`src/rtl/rf_wb_arbiter.sv`:
```
// rf_wb_arbiter
//   Two-port writeback arbiter for the integer register file. Port 0 carries
//   pipeline writebacks and normally has priority; port 1 carries writebacks
//   from a long-latency unit. Once port 1 has been held off for STARVE_LIMIT
//   consecutive cycles, it takes priority until one of its requests goes through.
//   The winning request goes into the regfile write port one cycle later.
//
// Handshake: a transfer on port N happens at a rising clk edge when
//   wbN_valid && wbN_ready. A requester keeps valid/rd/data/pc stable until
//   its transfer. wbN_ready is combinational, is high only for the granted
//   port, and is low on both ports while rstn is low.
//
// Parameters
//   XLEN          data / PC width
//   STARVE_LIMIT  stalled cycles of port 1 before it overrides port 0 (1..15)
//
// Ports
//   clk, rstn                     clock, synchronous active-low reset
//   wb0_* / wb1_*                 writeback request ports (valid, rd, data, pc, ready)
//   scb_set, scb_rd               long-latency op issue: mark rd as pending
//   rf_we, rf_wa, rf_wd, rf_pc    registered regfile write port
//   busy                          registered per-register pending-write vector
//   dbg_state                     arbitration state (0 = NORMAL, 1 = STARVED)
//   dbg_starve_cnt                port 1 starvation counter
//
// Configuration
//   XGRISCV_RF_SCOREBOARD_EN  defined: busy is maintained from scb_set and
//                             port 1 transfers. Undefined: busy is tied to 0
//                             and no scoreboard flops are built.

module rf_wb_arbiter #(
    parameter int XLEN         = 32,
    parameter int STARVE_LIMIT = 4
) (
    input  logic            clk,
    input  logic            rstn,
    input  logic            wb0_valid,
    input  logic [4:0]      wb0_rd,
    input  logic [XLEN-1:0] wb0_data,
    input  logic [XLEN-1:0] wb0_pc,
    output logic            wb0_ready,
    input  logic            wb1_valid,
    input  logic [4:0]      wb1_rd,
    input  logic [XLEN-1:0] wb1_data,
    input  logic [XLEN-1:0] wb1_pc,
    output logic            wb1_ready,
    input  logic            scb_set,
    input  logic [4:0]      scb_rd,
    output logic            rf_we,
    output logic [4:0]      rf_wa,
    output logic [XLEN-1:0] rf_wd,
    output logic [XLEN-1:0] rf_pc,
    output logic [31:0]     busy,
    output logic            dbg_state,
    output logic [3:0]      dbg_starve_cnt
);

    typedef enum logic {
        ARB_NORMAL  = 1'b0,
        ARB_STARVED = 1'b1
    } arb_state_t;

    localparam logic [3:0] LIMIT = 4'(STARVE_LIMIT);

    arb_state_t state;
    logic [3:0] starve_cnt;
    logic [3:0] starve_cnt_next;
    logic       grant0;
    logic       grant1;

    // The state register always equals (starve_cnt >= LIMIT). It is updated
    // from the same next-count value, so grant can use it directly.
    always_comb begin
        grant1 = rstn && wb1_valid && (!wb0_valid || state == ARB_STARVED);
        grant0 = rstn && wb0_valid && !grant1;
    end

    assign wb0_ready = grant0;
    assign wb1_ready = grant1;

    // The count clears when port 1 goes idle or completes a transfer.
    // Otherwise port 1 is valid and stalled, so the count rises and saturates.
    always_comb begin
        starve_cnt_next = starve_cnt;
        if (!wb1_valid || grant1) begin
            starve_cnt_next = 4'd0;
        end else if (starve_cnt != 4'hF) begin
            starve_cnt_next = starve_cnt + 4'd1;
        end
    end

    always_ff @(posedge clk) begin
        if (!rstn) begin
            state      <= ARB_NORMAL;
            starve_cnt <= 4'd0;
            rf_we      <= 1'b0;
            rf_wa      <= 5'd0;
            rf_wd      <= '0;
            rf_pc      <= '0;
        end else begin
            starve_cnt <= starve_cnt_next;
            state      <= (starve_cnt_next >= LIMIT) ? ARB_STARVED : ARB_NORMAL;
            // A write to x0 is accepted but never reaches the regfile.
            rf_we      <= (grant1 && wb1_rd != 5'd0) || (grant0 && wb0_rd != 5'd0);
            if (grant1) begin
                rf_wa <= wb1_rd;
                rf_wd <= wb1_data;
                rf_pc <= wb1_pc;
            end else if (grant0) begin
                rf_wa <= wb0_rd;
                rf_wd <= wb0_data;
                rf_pc <= wb0_pc;
            end
        end
    end

    assign dbg_state      = state;
    assign dbg_starve_cnt = starve_cnt;

`ifdef XGRISCV_RF_SCOREBOARD_EN
    logic [31:0] busy_q;
    logic [31:0] set_mask;
    logic [31:0] clr_mask;

    always_comb begin
        set_mask = '0;
        clr_mask = '0;
        if (scb_set && scb_rd != 5'd0) begin
            set_mask[scb_rd] = 1'b1;
        end
        if (grant1 && wb1_rd != 5'd0) begin
            clr_mask[wb1_rd] = 1'b1;
        end
    end

    // The set mask is applied after the clear mask, so when both hit the
    // same register in one cycle, the set wins. Bit 0 is masked off.
    always_ff @(posedge clk) begin
        if (!rstn) begin
            busy_q <= '0;
        end else begin
            busy_q <= ((busy_q & ~clr_mask) | set_mask) & 32'hFFFF_FFFE;
        end
    end

    assign busy = busy_q;
`else
    logic unused_scb;
    assign unused_scb = &{1'b0, scb_set, scb_rd};
    assign busy       = '0;
`endif

endmodule

```
`config.mk`:
```
export PLATFORM = sky130hd
export DESIGN_NAME = rf_wb_arbiter
export DESIGN_NICKNAME = d
export VERILOG_FILES = /design/src/rtl/rf_wb_arbiter.sv
export SDC_FILE = /design/constraint.sdc
export NUM_CORES = 1
export LEC_CHECK = 0
export BUFFER_PORTS_ARGS = -buffer_cell sky130_fd_sc_hd__buf_2
export CORE_MARGIN = 3
export CORE_UTILIZATION = 25
export CTS_CLUSTER_DIAMETER = 40
export DETAILED_ROUTE_END_ITERATION = 10
export MAX_ROUTING_LAYER = met4
export PLACE_DENSITY_LB_ADDON = 0.15
export SKIP_LAST_GASP = 1
export SYNTH_ARGS = -nofsm -noshare
export SYNTH_HDL_FRONTEND = slang
export SYNTH_SLANG_ARGS = --single-unit
```
`constraint.sdc`:
```
create_clock -name clk -period 2.2 [get_ports clk]
set_input_delay 0.22 -clock clk [delete_from_list [all_inputs] [get_ports clk]]
set_output_delay 0.22 -clock clk [all_outputs]
set_load 0.02 [all_outputs]
```
==> results.md, run 1 <==
* GPL Wtd Cong at 0.753
* Worst clock skew at 4.60 ps
* Ranking of synthesized cells by area: dfxtp_1 (37%), o2111ai_1 (14%), o311ai_1 (14%), nand2_1 (12%), buf_4 (6.4%)
* Worst setup SP type: flop
* Vias in the first global route at 4117
* Worst Setup EP: wb1_ready
* Worst-path cell chain: inv_1 > a21oi_4 > buf_4 > buf_2
* Final Routed Wirelength at 14600 um
* Main flop type after synthesis: dfxtp_1
* Worst-skew pair later-pin latency at 340 ps
* Asr flop ratio synth at 0%
* Layout Nets at 799
* Die area at 17600 um^2
* Residual DRC at 0
* I/O pin cnt at 257
* Die height at 133 um
* Critical Path Sink Type: output port
* Part of the power in registers at 39.6%
* HPWL Detailed at 9860 um
* Layout cell share with drive strength beyond 1 at 38.6%
* CP Class: reg2out
* Post-CTS Hold Buffers at 0
* Worst VDD drop at 0.349 mV
* Wire length per cell at 16.8 um
* RSZ-0062 raised after global routing: false
* P_int at 2.71 mW
* Post-Synthesis Cells at 464
* Clock Sinks at 75
* Hold/Removal Path Class: in2reg
* Initial DRT Pass Iterations at 4
* Setup-failing EPs final at 0
* Drt initial violations at 211
* GR peak layer: met2
* Worst-margin pin slew at 682 ps
* Initial antenna violation count at 3
* CP top delay family: buffers and inverters
* TritonCTS buffer count at 9
* Via count at 4316
* Reg2reg path depth at 4
* Placeable Area at 15400 um^2
* Leak pwr at 2.34 nW
* Worst r2r src: dbg_state$_SDFF_PN0_
* Final antenna-violating net count at 0
* Number of port buffers at 218
* Total track usage at 16.1%
* First-pass GRT wire length at 22100 um
* Combinational share of power at 19.4%
* Fin crit period at 1750 ps
* Number of synthesized flops with an enable pin at 0
* Critical path buffers and inverters at 3
* Max-cap violation count at 0
* Reg-to-reg slack, setup at 930 ps
* Fin. Hold Viols at 0
* Initial Utilization at 26.0%
* Die width at 133 um
* Synth top cells by count: nand2_1 (133), dfxtp_1 (75), o2111ai_1 (64), o311ai_1 (63), buf_4 (34)
* Worst Path Required at 1980 ps
* Post-CTS resize count at 0
* Maximum root-to-sink buffer count at 2
* H-tree levels at 3
* CP Depth at 4
* Yosys top cell area share at 37.5%
* Root buffer cell: clkbuf_16
* Max Slew Vio Count at 0
* Global route overflow at 0
* Seq/Total Area, Yosys at 37.5%
* CP max FO at 30
* Post-Place Setup Slack at 569 ps
* DR vias/cell at 4.97
* Critical R2R Capture: rf_pc[22]$_SDFFE_PN0P_
* CTS tree: yes
* Crit share post-route at 79.4%
* Post-CTS setup buffer count at 0
* Worst path slowest cell: dfxtp_2
* Most common cell in the netlist: nand2_1
* Largest net degree at the start of global routing at 71
* Mean Syn Cell Area at 8.64 um^2
* P per Cell Area at 723 nW/um^2
* CP max stage delay at 350 ps
* Cell Area, Synth at 4010 um^2
* Row count at 45
* Switching share of power at 29.5%
* CP startpoint: dbg_state$_SDFF_PN0_
* Syn-to-layout area delta at 32.6%
* Yosys reg bits at 75
* Clock transition at the registers of the reported paths at 60 ps
* NetSw at 1.13 mW
* Met3 usage at 3.73%
* F_max at 572 MHz
* Setup_tns at 0 ps
* Distinct cells, synth at 30
* Status: completed
* Met2 usage at 25.8%
* Clock power share at 41.0%
* Final WS setup at 453 ps
* Ys Warns at 0
* CP arrival at 1530 ps
* GR Util met1 at 19.9%
* Cell taking the most area after synthesis: dfxtp_1
* Rel. slew slack at 54.5%
[final cells by class]
cell class | count | area (um^2)
inverter | 3 | 11.3
clock inverter | 3 | 45.0
clock buffer | 13 | 270
timing repair buffer | 233 | 1220
sequential | 75 | 1500
antenna | 3 | 7.51
fill | 1691 | 10100
multi-input combinational | 328 | 2000
tap | 211 | 264
[power groups by stage]
stage | sequential, mW | combinational [mW] | clock [mW]
6_report | 1.52 | 0.745 | 1.58
5_1_grt | 1.54 | 0.807 | 1.68
4_1_cts | 1.52 | 0.753 | 1.64
3_5_place_dp | 1.55 | 0.751 | 0
3_3_place_gp | 1.55 | 0.747 | 0
2_1_floorplan | 1.69 | 0.360 | 0
[registers in the layout, indices dropped and copies added (netlist names)]
signal and count:
dbg_state 1, rf_pc 32, dbg_starve_cnt 4, rf_wd 32, rf_we 1, rf_wa 5
[worst min path at each step]
| stage | startpoint | end | slack [ps] | cells past startpoint |
|---|---|---|---|---|
| after floorplan | wb0_rd[0] | rf_wa[0]$_SDFFE_PN0P_ | 360 | 1 |
| after global placement | rf_pc[6]$_SDFFE_PN0P_ | rf_pc[6]$_SDFFE_PN0P_ | 440 | 2 |
| after detailed placement | rf_pc[28]$_SDFFE_PN0P_ | rf_pc[28]$_SDFFE_PN0P_ | 440 | 2 |
| after CTS | wb1_rd[1] | rf_wa[1]$_SDFFE_PN0P_ | 100 | 2 |
| after global routing | wb1_rd[1] | rf_wa[1]$_SDFFE_PN0P_ | 120 | 2 |
| final | wb1_rd[1] | rf_wa[1]$_SDFFE_PN0P_ | 120 | 2 |
[cells in the final DEF (no fill, tap or decap), types with 3 or more instances in the layout]
master and n:
dfxtp_1 74, a221o_1 5, o311ai_1 63, nor2_1 7, clkbuf_16 9, buf_2 217
nor3_1 3, diode_2 3, conb_1 32, a21oi_1 3, o2111ai_1 64, nand2_1 133
clkbuf_8 3, buf_4 15, and2_1 6
[metrics by stage]
| stage | total power, mW | hold WS (ps) | util [%] | instances | area, um^2 |
|---|---|---|---|---|---|
| 6_report | 3.85 | 120 | 34.5 | 869 | 5320 |
| 3_5_place_dp | 2.31 | 444 | 32.4 | 850 | 4990 |
| 2_1_floorplan | 2.05 | 358 | - | 495 | 4130 |
| 5_1_grt | 4.02 | 124 | 34.5 | 869 | 5320 |
| 3_3_place_gp | 2.30 | 436 | 32.4 | 850 | 4990 |
| 4_1_cts | 3.92 | 104 | 34.4 | 866 | 5310 |
[routing by layer]
| metal | vias up | routed length [um] |
|---|---|---|
| met5 | - | 0 |
| met4 | 0 | 263 |
| met3 | 27 | 983 |
| met2 | 184 | 6840 |
| met1 | 2026 | 6490 |
| li1 | 2079 | - |
[kinds of logic after synthesis]
group                      after synthesis  synth area share [%]
and+or+nand+nor                        153                  15.3
AOI/OAI and AO/OA                      140                  30.4
buffers and inverters                   92                  15.9
DFF                                     75                  37.5
adders and majority gates                1                 0.312
other                                    1                0.0935
xor gates and xnor gates                 1                 0.219
muxes                                    1                 0.250
Power figures use the tool's default switching activity.
==> run 2, diff against run 1 <==
==> constraint.sdc (replaced) <==
create_clock -name clk -period 1.5 [get_ports clk]
set_input_delay 0.15 -clock clk [delete_from_list [all_inputs] [get_ports clk]]
set_output_delay 0.15 -clock clk [all_outputs]
set_load 0.02 [all_outputs]
==> run 2 against run 1 <==
  * Sequential cell count is the same
  * Sequential power grew 47%
  * Non-clock buffer count grew 9
  * Sequential share of layout area shrank 0.77 points
  * Clock power grew 25%
  * Critical path depth shrank 2
  * Critical path type unchanged
  * Highest routed layer unchanged
==> results.md, run 2 (same netlist as run 1, synthesis figures left out) <==
* Status: completed
* Worst-path cell chain: buf_4 > buf_2
* F_max at 699 MHz
* Final Non-Filler Cells at 875
* Clock transition at the registers of the reported paths at 60 ps
* GPL Wtd Cong at 0.754
* Die area at 17600 um^2
* Maximum root-to-sink buffer count at 2
* H-tree levels at 3
* Syn-to-layout area delta at 36.6%
* Hold Slack at 59.0 ps
* Die width at 133 um
* Worst-skew pair later-pin latency at 330 ps
* CP top delay family: buffers and inverters
* Initial Utilization at 26.0%
* Post-Place Setup Slack at 219 ps
* Worst path slowest cell: dfxtp_4
* Setup-failing EPs final at 0
* Post-CTS Hold Buffers at 0
* Max-cap violation count at 0
* Wire length per cell at 16.6 um
* Commonest non-fill, non-tap cell in the layout: buf_2
* First-pass GRT wire length at 22400 um
* Max Slew Vio Count at 0
* Final Routed Wirelength at 14500 um
* HPWL Detailed at 9880 um
* Layout cell share with drive strength beyond 1 at 39.2%
* CP max stage delay at 370 ps
* Total track usage at 16.2%
* Worst setup SP type: flop
* Fin crit period at 1430 ps
* Hold/Removal Path Class: in2reg
* Placeable Area at 15400 um^2
* Initial antenna violation count at 4
* Fin. Hold Viols at 0
* Residual DRC at 0
* Setup_tns at 0 ps
* Number of port buffers at 218
* Clock Sinks at 75
* Via count at 4293
* CP max FO at 29
* Most frequent cells in the layout: buf_2 (215), nand2_1 (133), dfxtp_1 (74), o2111ai_1 (64), o311ai_1 (63)
* Layout Nets at 808
* Worst Path Required at 1350 ps
* Initial DRT Pass Iterations at 4
* Critical path buffers and inverters at 2
* RSZ-0062 raised after global routing: false
* P per Cell Area at 975 nW/um^2
* Crit share post-route at 95.3%
* Final WS setup at 70.0 ps
* Final antenna-violating net count at 0
* Largest registers: rf_pc: 32 flops, rf_wd: 32 flops, rf_wa: 5 flops
* Die height at 133 um
* Global route overflow at 0
* Worst clock skew at 5.75 ps
* Filler instances at 1691
* DR vias/cell at 4.91
* I/O pin cnt at 257
* Row count at 45
* TritonCTS buffer count at 9
* Largest net degree at the start of global routing at 65
* Total power at 5.34 mW
* CP Class: reg2out
* Drt initial violations at 181
* Root buffer cell: clkbuf_16
* Worst VDD drop at 0.493 mV
* Vias in the first global route at 4328
* Critical Path Sink Type: output port
* CTS tree: yes
* Leak pwr at 2.41 nW
* CP arrival at 1280 ps
* DP Cell Count at 853
[run 2: changes by cell type in the layout (fill, tap and decap cells not counted)]
cell and change:
buf_12 +8, buf_2 -2, clkbuf_16 +2, clkinvlp_4 -2, a21oi_1 -1, a21oi_2 +1
buf_4 +1, bufinv_16 -1, clkbuf_8 -1, dfxtp_2 -1, dfxtp_4 +1, diode_2 +1
[run 2: repair_timing]
| item | 4_1_cts | 5_1_grt |
|---|---|---|
| resized for setup | 1 | 3 |
| pin swaps | 1 | 1 |
| cloned | 0 | 2 |
| endpoints found under the setup margin | 2 | 2 |
| buffers inserted | 1 | 3 |
[run 2: area by class of cell]
cell class | instances | area (um^2) | share of cell area (%)
Tap cell | 211 | 264 | 4.82
Antenna cell | 4 | 10.0 | 0.183
Clock buffer | 12 | 256 | 4.68
Timing Repair Buffer | 242 | 1430 | 26.1
Multi-Input combinational cell | 328 | 2000 | 36.6
Sequential cell | 75 | 1510 | 27.5
Inverter | 3 | 11.3 | 0.206
[run 2: worst paths after layout]
path | startpoint | end | slack [ps] | depth (start not counted)
worst max-delay path | dbg_state$_SDFF_PN0_ | dbg_state | 70 | 2
worst min-delay path | wb1_rd[2] | rf_wa[2]$_SDFFE_PN0P_ | 60 | 2
worst max register to register | dbg_state$_SDFF_PN0_ | rf_wa[3]$_SDFFE_PN0P_ | 170 | 5
worst min register to register | rf_wd[8]$_SDFFE_PN0P_ | rf_wd[8]$_SDFFE_PN0P_ | 450 | 2
[run 2: metal layers]
| metal | routed length [um] | vias to the layer above | global-route usage, % |
|---|---|---|---|
| met5 | 0 | - | - |
| met4 | 297 | 0 | 6.12 |
| met3 | 1040 | 18 | 4.60 |
| met2 | 6970 | 176 | 25.9 |
| met1 | 6200 | 1993 | 19.5 |
| li1 | - | 2106 | - |
[run 2: where the power goes]
group          switching [mW]  total, mW  internal [mW]
logic                   0.701       1.13          0.431
clock network           0.798       1.97           1.17
registers              0.0776       2.23           2.16
[run 2: per-stage QoR]
| stage | util, % | cell area, um^2 |
|---|---|---|
| 5_1_grt | 35.5 | 5480 |
| 2_1_floorplan | - | 4130 |
| 4_1_cts | 34.9 | 5380 |
| 6_report | 35.5 | 5480 |
| 3_5_place_dp | 33.2 | 5120 |
| 3_3_place_gp | 33.2 | 5120 |
==> run 3, diff against run 2 <==
==> constraint.sdc (replaced) <==
create_clock -name clk -period 1.8 [get_ports clk]
set_input_delay 0.18 -clock clk [delete_from_list [all_inputs] [get_ports clk]]
set_output_delay 0.18 -clock clk [all_outputs]
set_load 0.02 [all_outputs]
==> run 3 against run 2 <==
  * Sequential cell count unchanged
  * Sequential power decreased by 17%
  * Register-to-register slack improved by 240 ps
  * Critical path depth unchanged
  * Combinational power decreased by 18%
  * Clock power increased by 6%
  * Clock skew decreased by 2.0 ps
  * Non-clock buffer count decreased by 9
==> results.md, run 3 (same netlist as run 1, synthesis figures left out) <==
* Status: completed
* Worst clock skew at 3.72 ps
* Drt initial violations at 213
* Final WS setup at 187 ps
* F_max at 620 MHz
* I/O pin cnt at 257
* Worst Path Required at 1620 ps
* Hold/Removal Path Class: in2reg
* Design area at 5400 um^2
* HPWL Detailed at 9840 um
* Vias in the first global route at 4193
* Total track usage at 16.0%
* Clock Sinks at 75
* Combinational share of power at 18.9%
* Worst-margin pin slew at 590 ps
* CP Class: reg2out
* Post-CTS Hold Buffers at 0
* CTS tree: yes
* Worst VDD drop at 0.401 mV
* Initial Utilization at 26.0%
* Filler instances at 1685
* Global route overflow at 0
* Initial antenna violation count at 2
* Largest registers: rf_pc: 32 flops, rf_wd: 32 flops, rf_wa: 5 flops
* Post-CTS resize count at 0
* Layout cell share with drive strength beyond 1 at 38.8%
* Die height at 133 um
* CP max FO at 7
* Final Routed Wirelength at 14200 um
* Die width at 133 um
* Clock transition at the registers of the reported paths at 60 ps
* CP arrival at 1430 ps
* Placed cell areas at 5060 um^2
* Met3 usage at 5.36%
* Root buffer cell: clkbuf_16
* Hold Slack at 82.0 ps
* Post-Place Setup Slack at 324 ps
* Commonest non-fill, non-tap cell in the layout: buf_2
* TritonCTS buffer count at 9
* Setup-failing EPs final at 0
* Largest net degree at the start of global routing at 97
* Rel. slew slack at 60.7%
* Max Slew Vio Count at 0
* Syn-to-layout area delta at 34.8%
* Via count at 4283
* RSZ-0062 raised after global routing: false
* GR peak layer: met2
* GPL Wtd Cong at 0.781
* Final antenna-violating net count at 0
* NetSw at 1.37 mW
* Maximum root-to-sink buffer count at 2
* Crit share post-route at 89.6%
* Worst-skew pair later-pin latency at 340 ps
* Die area at 17600 um^2
* Switching share of power at 28.2%
* Met2 usage at 25.7%
* Row count at 45
* Max-cap violation count at 0
* DR vias/cell at 4.93
* Part of the power in registers at 38.3%
* Worst setup SP type: flop
* Final Non-Filler Cells at 868
* Clock power share at 42.8%
* Residual DRC at 0
* Leak pwr at 2.38 nW
* Layout Nets at 799
* GR Util met1 at 19.4%
* Total power at 4.86 mW
* DP Cell Count at 850
* P_int at 3.49 mW
* Number of port buffers at 218
* H-tree levels at 3
* Most frequent cells in the layout: buf_2 (217), nand2_1 (133), dfxtp_1 (74), o2111ai_1 (64), o311ai_1 (63)
* Layout Utilization at 35.0%
* Fin. Hold Viols at 0
* Initial DRT Pass Iterations at 4
* First-pass GRT wire length at 22200 um
* P per Cell Area at 900 nW/um^2
* Fin crit period at 1610 ps
* Placeable Area at 15400 um^2
* Post-CTS setup buffer count at 0
* Setup_tns at 0 ps
* Critical Path Sink Type: output port
* Wire length per cell at 16.3 um
## run 3: changes by cell type in the layout (fill, tap and decap cells not counted), sizes merged
cell      before  now
buf          240  233
clkinvlp       0    1
clkbuf        14    9
clkinv         0    3
diode          4    2
bufinv         0    3
## run 3: cell type report
cell class,instances,area (um^2),area share [%]
multi-input cells,328,2000,37.0
flip-flops and latches,75,1500,27.8
repair buffers,233,1280,23.7
well taps,211,264,4.89
clock buffers,9,225,4.17
clock inverters,7,116,2.15
inverters,3,11.3,0.208
diodes,2,5.00,0.0926
## run 3: metal layers
metal	routed length (um)	vias up
li1	-	2082
met1	6190	2013
met2	6790	171
met3	979	17
met4	214	0
met5	0	-
## run 3: worst paths after layout
path,start,endpoint,slack [ps],cells past startpoint
min,wb1_rd[2],rf_wa[2]$_SDFFE_PN0P_,80,2
min reg2reg,rf_wd[26]$_SDFFE_PN0P_,rf_wd[26]$_SDFFE_PN0P_,450,2
max reg2reg,dbg_state$_SDFF_PN0_,rf_pc[22]$_SDFFE_PN0P_,410,4
max,dbg_state$_SDFF_PN0_,wb0_ready,190,2
## run 3: worst max-delay path: stages (launching register included)
cell and delay (ps):
dfxtp_2 330, a21oi_1 490, buf_2 270
## run 3: power groups by stage
stage	clock (mW)	sequential, mW	combinational, mW
after global placement	0	1.90	0.922
final	2.08	1.86	0.921
after CTS	2.16	1.87	0.931
after detailed placement	0	1.90	0.929
after floorplan	0	2.06	0.440
after global routing	2.23	1.88	0.997
